<file path="src/rtl/alu_share_ctrl.sv">
// ----------------------------------------------------------------------------
// alu_share_ctrl
// Two-requester front end for a single shared ALU. The controller grants one
// operation at a time using round-robin arbitration. It holds the captured
// operands on the ALU for EXEC_CYCLES cycles, then keeps the result until the
// consumer accepts it.
//
// Parameters
//   WIDTH        operand/result width (default 64)
//   EXEC_CYCLES  ALU settle cycles per operation, 1..15 (default 1)
//
// Ports
//   clk, rst                    clock, asynchronous active-high reset
//   reqN_valid / reqN_ready     request handshake, N = 0/1 (ready is
//                               combinational, IDLE only)
//   reqN_a, reqN_b, reqN_cin,
//   reqN_op                     request operands
//   alu_a, alu_b, alu_cin,
//   alu_op                      registered operands to the shared ALU
//   alu_s, alu_cout             ALU result
//   rsp_valid / rsp_ready       response handshake
//   rsp_id, rsp_s, rsp_cout     owning requester and captured result
//   busy                        controller not in IDLE
//   gnt0_cnt, gnt1_cnt          completed responses per requester, 16-bit
//                               wrapping; present only when the macro
//                               ALU_SHARE_PERF_EN is defined
// ----------------------------------------------------------------------------
module alu_share_ctrl #(
    parameter int WIDTH       = 64,
    parameter int EXEC_CYCLES = 1
) (
    input  logic             clk,
    input  logic             rst,
    input  logic             req0_valid,
    output logic             req0_ready,
    input  logic [WIDTH-1:0] req0_a,
    input  logic [WIDTH-1:0] req0_b,
    input  logic             req0_cin,
    input  logic [1:0]       req0_op,
    input  logic             req1_valid,
    output logic             req1_ready,
    input  logic [WIDTH-1:0] req1_a,
    input  logic [WIDTH-1:0] req1_b,
    input  logic             req1_cin,
    input  logic [1:0]       req1_op,
    output logic [WIDTH-1:0] alu_a,
    output logic [WIDTH-1:0] alu_b,
    output logic             alu_cin,
    output logic [1:0]       alu_op,
    input  logic [WIDTH-1:0] alu_s,
    input  logic             alu_cout,
    output logic             rsp_valid,
    input  logic             rsp_ready,
    output logic             rsp_id,
    output logic [WIDTH-1:0] rsp_s,
    output logic             rsp_cout,
    output logic             busy
`ifdef ALU_SHARE_PERF_EN
    ,
    output logic [15:0]      gnt0_cnt,
    output logic [15:0]      gnt1_cnt
`endif
);

    localparam logic [1:0] IDLE = 2'd0;
    localparam logic [1:0] EXEC = 2'd1;
    localparam logic [1:0] RESP = 2'd2;

    // The counter starts at EXEC_CYCLES-1 so that the cycle on which it
    // reads zero is the last EXEC cycle.
    localparam logic [3:0] CNT_LOAD = 4'(EXEC_CYCLES - 1);

    logic [1:0] state;
    logic       prio;
    logic [3:0] cnt;
    logic       gid;
    logic       gnt_any;
    logic       gnt_sel;

    // Arbitration only happens in IDLE. The rst term keeps both ready
    // outputs low while reset is held, even though state already reads IDLE.
    always_comb begin
        gnt_any = 1'b0;
        gnt_sel = 1'b0;
        if (state == IDLE && !rst) begin
            if (req0_valid && req1_valid) begin
                gnt_any = 1'b1;
                gnt_sel = prio;
            end else if (req0_valid) begin
                gnt_any = 1'b1;
                gnt_sel = 1'b0;
            end else if (req1_valid) begin
                gnt_any = 1'b1;
                gnt_sel = 1'b1;
            end
        end
    end

    assign req0_ready = gnt_any && !gnt_sel;
    assign req1_ready = gnt_any &&  gnt_sel;
    assign busy       = (state != IDLE);
    assign rsp_valid  = (state == RESP);
    assign rsp_id     = gid;

    always_ff @(posedge clk or posedge rst) begin
        if (rst) begin
            state    <= IDLE;
            prio     <= 1'b0;
            cnt      <= '0;
            gid      <= 1'b0;
            alu_a    <= '0;
            alu_b    <= '0;
            alu_cin  <= 1'b0;
            alu_op   <= 2'b00;
            rsp_s    <= '0;
            rsp_cout <= 1'b0;
        end else begin
            case (state)
                IDLE: begin
                    if (gnt_any) begin
                        gid     <= gnt_sel;
                        alu_a   <= gnt_sel ? req1_a   : req0_a;
                        alu_b   <= gnt_sel ? req1_b   : req0_b;
                        alu_cin <= gnt_sel ? req1_cin : req0_cin;
                        alu_op  <= gnt_sel ? req1_op  : req0_op;
                        cnt     <= CNT_LOAD;
                        state   <= EXEC;
                    end
                end
                EXEC: begin
                    if (cnt == 4'd0) begin
                        rsp_s    <= alu_s;
                        rsp_cout <= alu_cout;
                        state    <= RESP;
                    end else begin
                        cnt <= cnt - 4'd1;
                    end
                end
                RESP: begin
                    if (rsp_ready) begin
                        prio  <= ~gid;
                        state <= IDLE;
                    end
                end
                default: state <= IDLE;
            endcase
        end
    end

`ifdef ALU_SHARE_PERF_EN
    always_ff @(posedge clk or posedge rst) begin
        if (rst) begin
            gnt0_cnt <= '0;
            gnt1_cnt <= '0;
        end else if (state == RESP && rsp_ready) begin
            if (gid) gnt1_cnt <= gnt1_cnt + 16'd1;
            else     gnt0_cnt <= gnt0_cnt + 16'd1;
        end
    end
`endif

endmodule

</file>
<file path="config.mk">
export PLATFORM = sky130hd
export DESIGN_NAME = alu_share_ctrl
export DESIGN_NICKNAME = d
export VERILOG_FILES = /design/src/rtl/alu_share_ctrl.sv
export SDC_FILE = /design/constraint.sdc
export NUM_CORES = 1
export LEC_CHECK = 0
export BUFFER_PORTS_ARGS = -buffer_cell sky130_fd_sc_hd__buf_2
export CORE_AREA = 2 2 209 211
export DETAILED_ROUTE_END_ITERATION = 8
export DIE_AREA = 0 0 211 213
export SLEW_MARGIN = 0
export SYNTH_ARGS = -nofsm -noshare
export SYNTH_HDL_FRONTEND = slang
export SYNTH_SLANG_ARGS = --single-unit
</file>
<file path="constraint.sdc">
create_clock -name clk -period 10.9 [get_ports clk]
set_input_delay 1.09 -clock clk [delete_from_list [all_inputs] [get_ports clk]]
set_output_delay 1.09 -clock clk [all_outputs]
set_load 0.02 [all_outputs]
</file>
---- Word-level counts from Yosys, hierarchy flattened ----
Index checks and enable logic that the tools add are counted.
W data, S select, Z words.
operators by class
  reduce and logical (&&, ||, !) cells .... 15
  multiplexer cells ....................... 18
  equality and inequality tests ........... 6
  $add $sub $neg .......................... 1
  bitwise logic cells ..................... 1
operators by type and width
  cell                   number
  $mux W64               2
  $mux W1                8
  $mux W2                4
  $mux W4                2
  $pmux W4 S2            1
  $ne A2 B2 Y1 const B   3
  $pmux W2 S3            1
  $reduce_and A2 Y1      3
  $reduce_and A3 Y1      2
  $logic_and A1 B1 Y1    4
  $logic_not A4 Y1       1
  $reduce_bool A2 Y1     2
  $sub A4 B1 Y4 const B  1
  $eq A2 B1 Y1 const B   1
  $eq A2 B2 Y1 const B   1
  $logic_not A1 Y1       2
  $logic_not A2 Y1       1
  $ne A2 B1 Y1 const B   1
  $not A1 Y1             1
word-level totals
  flip-flop bits (word level) ............. 204
  bits of input ports ..................... 332
  output and inout port bits .............. 201
  logic and storage cells ................. 51

---- Logic depth before layout (Yosys ltp) ----
  depth after elaboration ................. 6
  mapped depth ............................ 6
  mapped depth without buffers ............ 5

---- Least setup slack after synthesis ----
OpenSTA, ideal clock, no wires.
  path kind ............................... input port to output port
  from .................................... in rst
  to ...................................... out req1_ready
  arrival time ............................ 2.029 ns
  path slack .............................. 7.781 ns
  stages on the path ...................... 4
  buffers on the path ..................... 2
  data required time ...................... 9.810 ns
  cell sequence ........................... nor3_2 -> and3_1 -> buf_2 -> clkbuf_1
between the ends
  cells in the longest elaborated chain, start to end .. 4
  elaborated cells on any way between the ends .. 5
  classes of those cells .................. 2 x mux; 3 x reduce/logical
ends and longest elaborated chain
  item                                 RTL line  text
  start: declaration                   33        input logic rst,
  $logic_not A1 Y1 (no source line) *  --
  $logic_and A1 B1 Y1 *                85        if (state == IDLE && !rst) begin
  $mux W1                              85
  $logic_and A1 B1 Y1 *                100       assign req1_ready = gnt_any && gnt_sel;
  end: declaration                     41        output logic req1_ready,
Every way passes the cells marked *; elsewhere a longest branch is shown, timed or not.

---- Final worst setup path ----
  from .................................... in rst
  to ...................................... out req0_ready
between the ends
  cells in the longest elaborated chain, start to end .. 5
  elaborated cells on any way between the ends .. 6
  classes of those cells .................. 2 x mux; 4 x reduce/logical
ends and longest elaborated chain
  item                                 RTL line  text
  $logic_not A1 Y1 (no source line) *  --
  $logic_and A1 B1 Y1 *                85
  $mux W1                              85
  $logic_not A1 Y1                     99        assign req0_ready = gnt_any && !gnt_sel;
  $logic_and A1 B1 Y1 *                99
  end: declaration                     35        output logic req0_ready,
Marks and branches as above.

==> metrics <==
Reg clk slew, reported paths=approximately 0.060 ns; CTS Hold Bufs=0; CP arrival=2.29 ns; Synth area leader=dfrtp_1; WS Path Type=in2out; RSZ-0062 raised after global routing=no; share of layout cells above drive strength 1=0.5646; fillers=4393; total wire length=~31000 microns; Worst-Skew Late Latency=0.52 ns; FF+latch count, synth=204; GR Util All Layers=0.1289; Root Driver=clkbuf_16; Die Span Y=about 210 microns; worst path required time=9.81 ns; CTS tree=done; io pins=533; Synth top cells by count=204 x dfrtp_1, 131 x a21boi_0, 131 x a221o_1; final setup TNS=0 ns; Rows=76; initial DRC count=between 400 and 500; die span in x=between 200 and 250 microns; Worst setup EP type=primary output; Post-Syn Area per Cell=13.71 sq um; Leak Pwr=~6.2 nW; final setup fails=0; largest net degree at the start of global routing=95; Ant. Diodes=0; Core Util, Final=0.2955; DRC viols=0; I/O Buffers=532; most numerous cell in the Yosys netlist=dfrtp_1; ranking of synthesized cells by area=dfrtp_1 59%, a221o_1 15%, a21boi_0 11%; fraction of registers with async set/reset=1.000; Synth top area share=0.5884; Peak Freq=0.2960 GHz; Yosys warnings=0; die area=44940 sq um; Seq/Total Area, Yosys=0.5884; H-tree depth=1; Hold Crit Class=reg2reg; synth unique cells=25; Tmin final=3.379 ns; fin nets=1470; CTS Sinks=204; CTS max path bufs=3; Post-CTS Setup Inserts=0; EDFF count, synth=0; endpoints failing hold=0; vias in the first global route=7729; initial antenna violation count=2; area of the mapped netlist=between 8000 and 9000 sq um; ys flop type=dfrtp_1; PnR Total Power=0.003867 W; Starting Density=0.2032; post_cts resized=0; Area growth, synth to finish=45.40%; first-pass GRT wire length=45130 microns; cell depth of the worst flop-to-flop path=5; DPL Wire Length=between 20000 and 25000 microns; GP Congestion=just under 0.9; maxcap violations=0; VDD IR max=0.1521 mV; slew margin rel.=0.3450; WHS Path Cells=1; status=finished, final reports clean; Least-Margin Pin Slew=0.9824 ns; Avg WL per Cell=18.35 microns; TritonCTS buffer count=24; Post-DRT Antenna Nets=0; Congestion Overflow GR=0; Final Max Tran Viols=0; Setup crit start kind=input port; Syn Nets=roughly 970; Post-Syn Instances=between 600 and 700; core area=42700 sq um; Worst Skew=0.009735 ns; Final period util=0.3100; power per cell area=approximately 310 nW/um^2; first-pass detailed-route iteration total=5; CP Max Fanout=4; Via density=4.540; via count=7714
[per-stage QoR]
step | setup WS (ns) | hold WS (ns) | instance area [sq um] | std cells
6_report | 7.521 | 0.4968 | 12610 | 1699
5_1_grt | 7.422 | 0.5153 | 12610 | 1699
4_1_cts | 7.445 | 0.4995 | 12610 | 1699
3_5_place_dp | 7.454 | 0.4834 | 11830 | 1656
3_3_place_gp | 7.452 | 0.4710 | 11830 | 1656
2_1_floorplan | 4.243 | 0.4409 | 8676 | 633
[final timing paths]
| kind | start | end | slack [ns] |
|---|---|---|---|
| setup / recovery | rst | req0_ready | 7.52 |
| hold reg to reg | rsp_s[0] | rsp_s[0] | 0.50 |
| hold / removal | rsp_s[0] | rsp_s[0] | 0.50 |
| min in group asynchronous | rst | alu_a[26] | 0.71 |
| setup reg to reg | state[0] | alu_a[22] | 8.20 |
| max in group asynchronous | rst | alu_b[35] | 8.87 |
[cell type report]
type	instances	area, sq um	area share
Clock inverter	5	53.80	0.004265
Inverter	4	22.52	0.001785
Multi-Input combinational cell	360	3278	0.2599
Timing Repair Buffer	542	2738	0.2170
Sequential cell	204	5105	0.4047
Clock buffer	38	734.5	0.05822
Tap cell	546	683.2	0.05416
[cell families (layout without fill, tap and decap cells)]
group	after synthesis	after routing	synth area share
mux	68	68	0.08783
fa+ha+maj	2	2	0.002884
compound gates	270	270	0.2704
simple gates	20	20	0.01370
buf+inv	69	589	0.03677
flops	204	204	0.5884
[metal layers]
metal / routed length, microns / track usage / vias to the layer above
met5: 13 / 0 / -
met4: 582 / 0.03545 / 2
met3: 2988 / 0.04207 / 35
met2: 15530 / 0.2290 / 392
met1: 12060 / 0.1481 / 3798
li1: - / - / 3487
[state kept, by name, indices dropped and copies added (netlist names)]
| register | flops |
|---|---|
| alu_a | 64 |
| alu_b | 64 |
| alu_cin | 1 |
| alu_op | 2 |
| cnt | 4 |
| prio | 1 |
| rsp_cout | 1 |
| rsp_id | 1 |
| rsp_s | 64 |
| state | 2 |
[worst max-delay path, stage by stage]
cell and delay (ns):
buf_2 0.16, or3_1 0.40, a211oi_4 0.39, buf_2 0.25
[report_power, final]
group / switching [W] / total (W) / internal (W)
Combinational: 0.00101 / 0.00175 / 0.000731
Sequential: 0.000193 / 0.00132 / 0.00113
Clock: 0.000313 / 0.000796 / 0.000483
[cell usage in the layout, fill, tap and decap left out, types with 2 or more instances in the layout]
| cell type | count |
|---|---|
| clkinv_2 | 3 |
| ha_1 | 2 |
| nand2b_1 | 4 |
| nor2_1 | 2 |
| a221o_1 | 131 |
| o21ai_0 | 6 |
| buf_2 | 532 |
| mux2i_1 | 3 |
| nand3_1 | 3 |
| clkbuf_8 | 6 |
| mux2_2 | 65 |
| a21boi_0 | 131 |
| clkbuf_16 | 25 |
| buf_4 | 10 |
| clkbuf_1 | 7 |
| inv_1 | 3 |
| dfrtp_1 | 204 |
No activity file was read; power rests on OpenSTA's default activity.
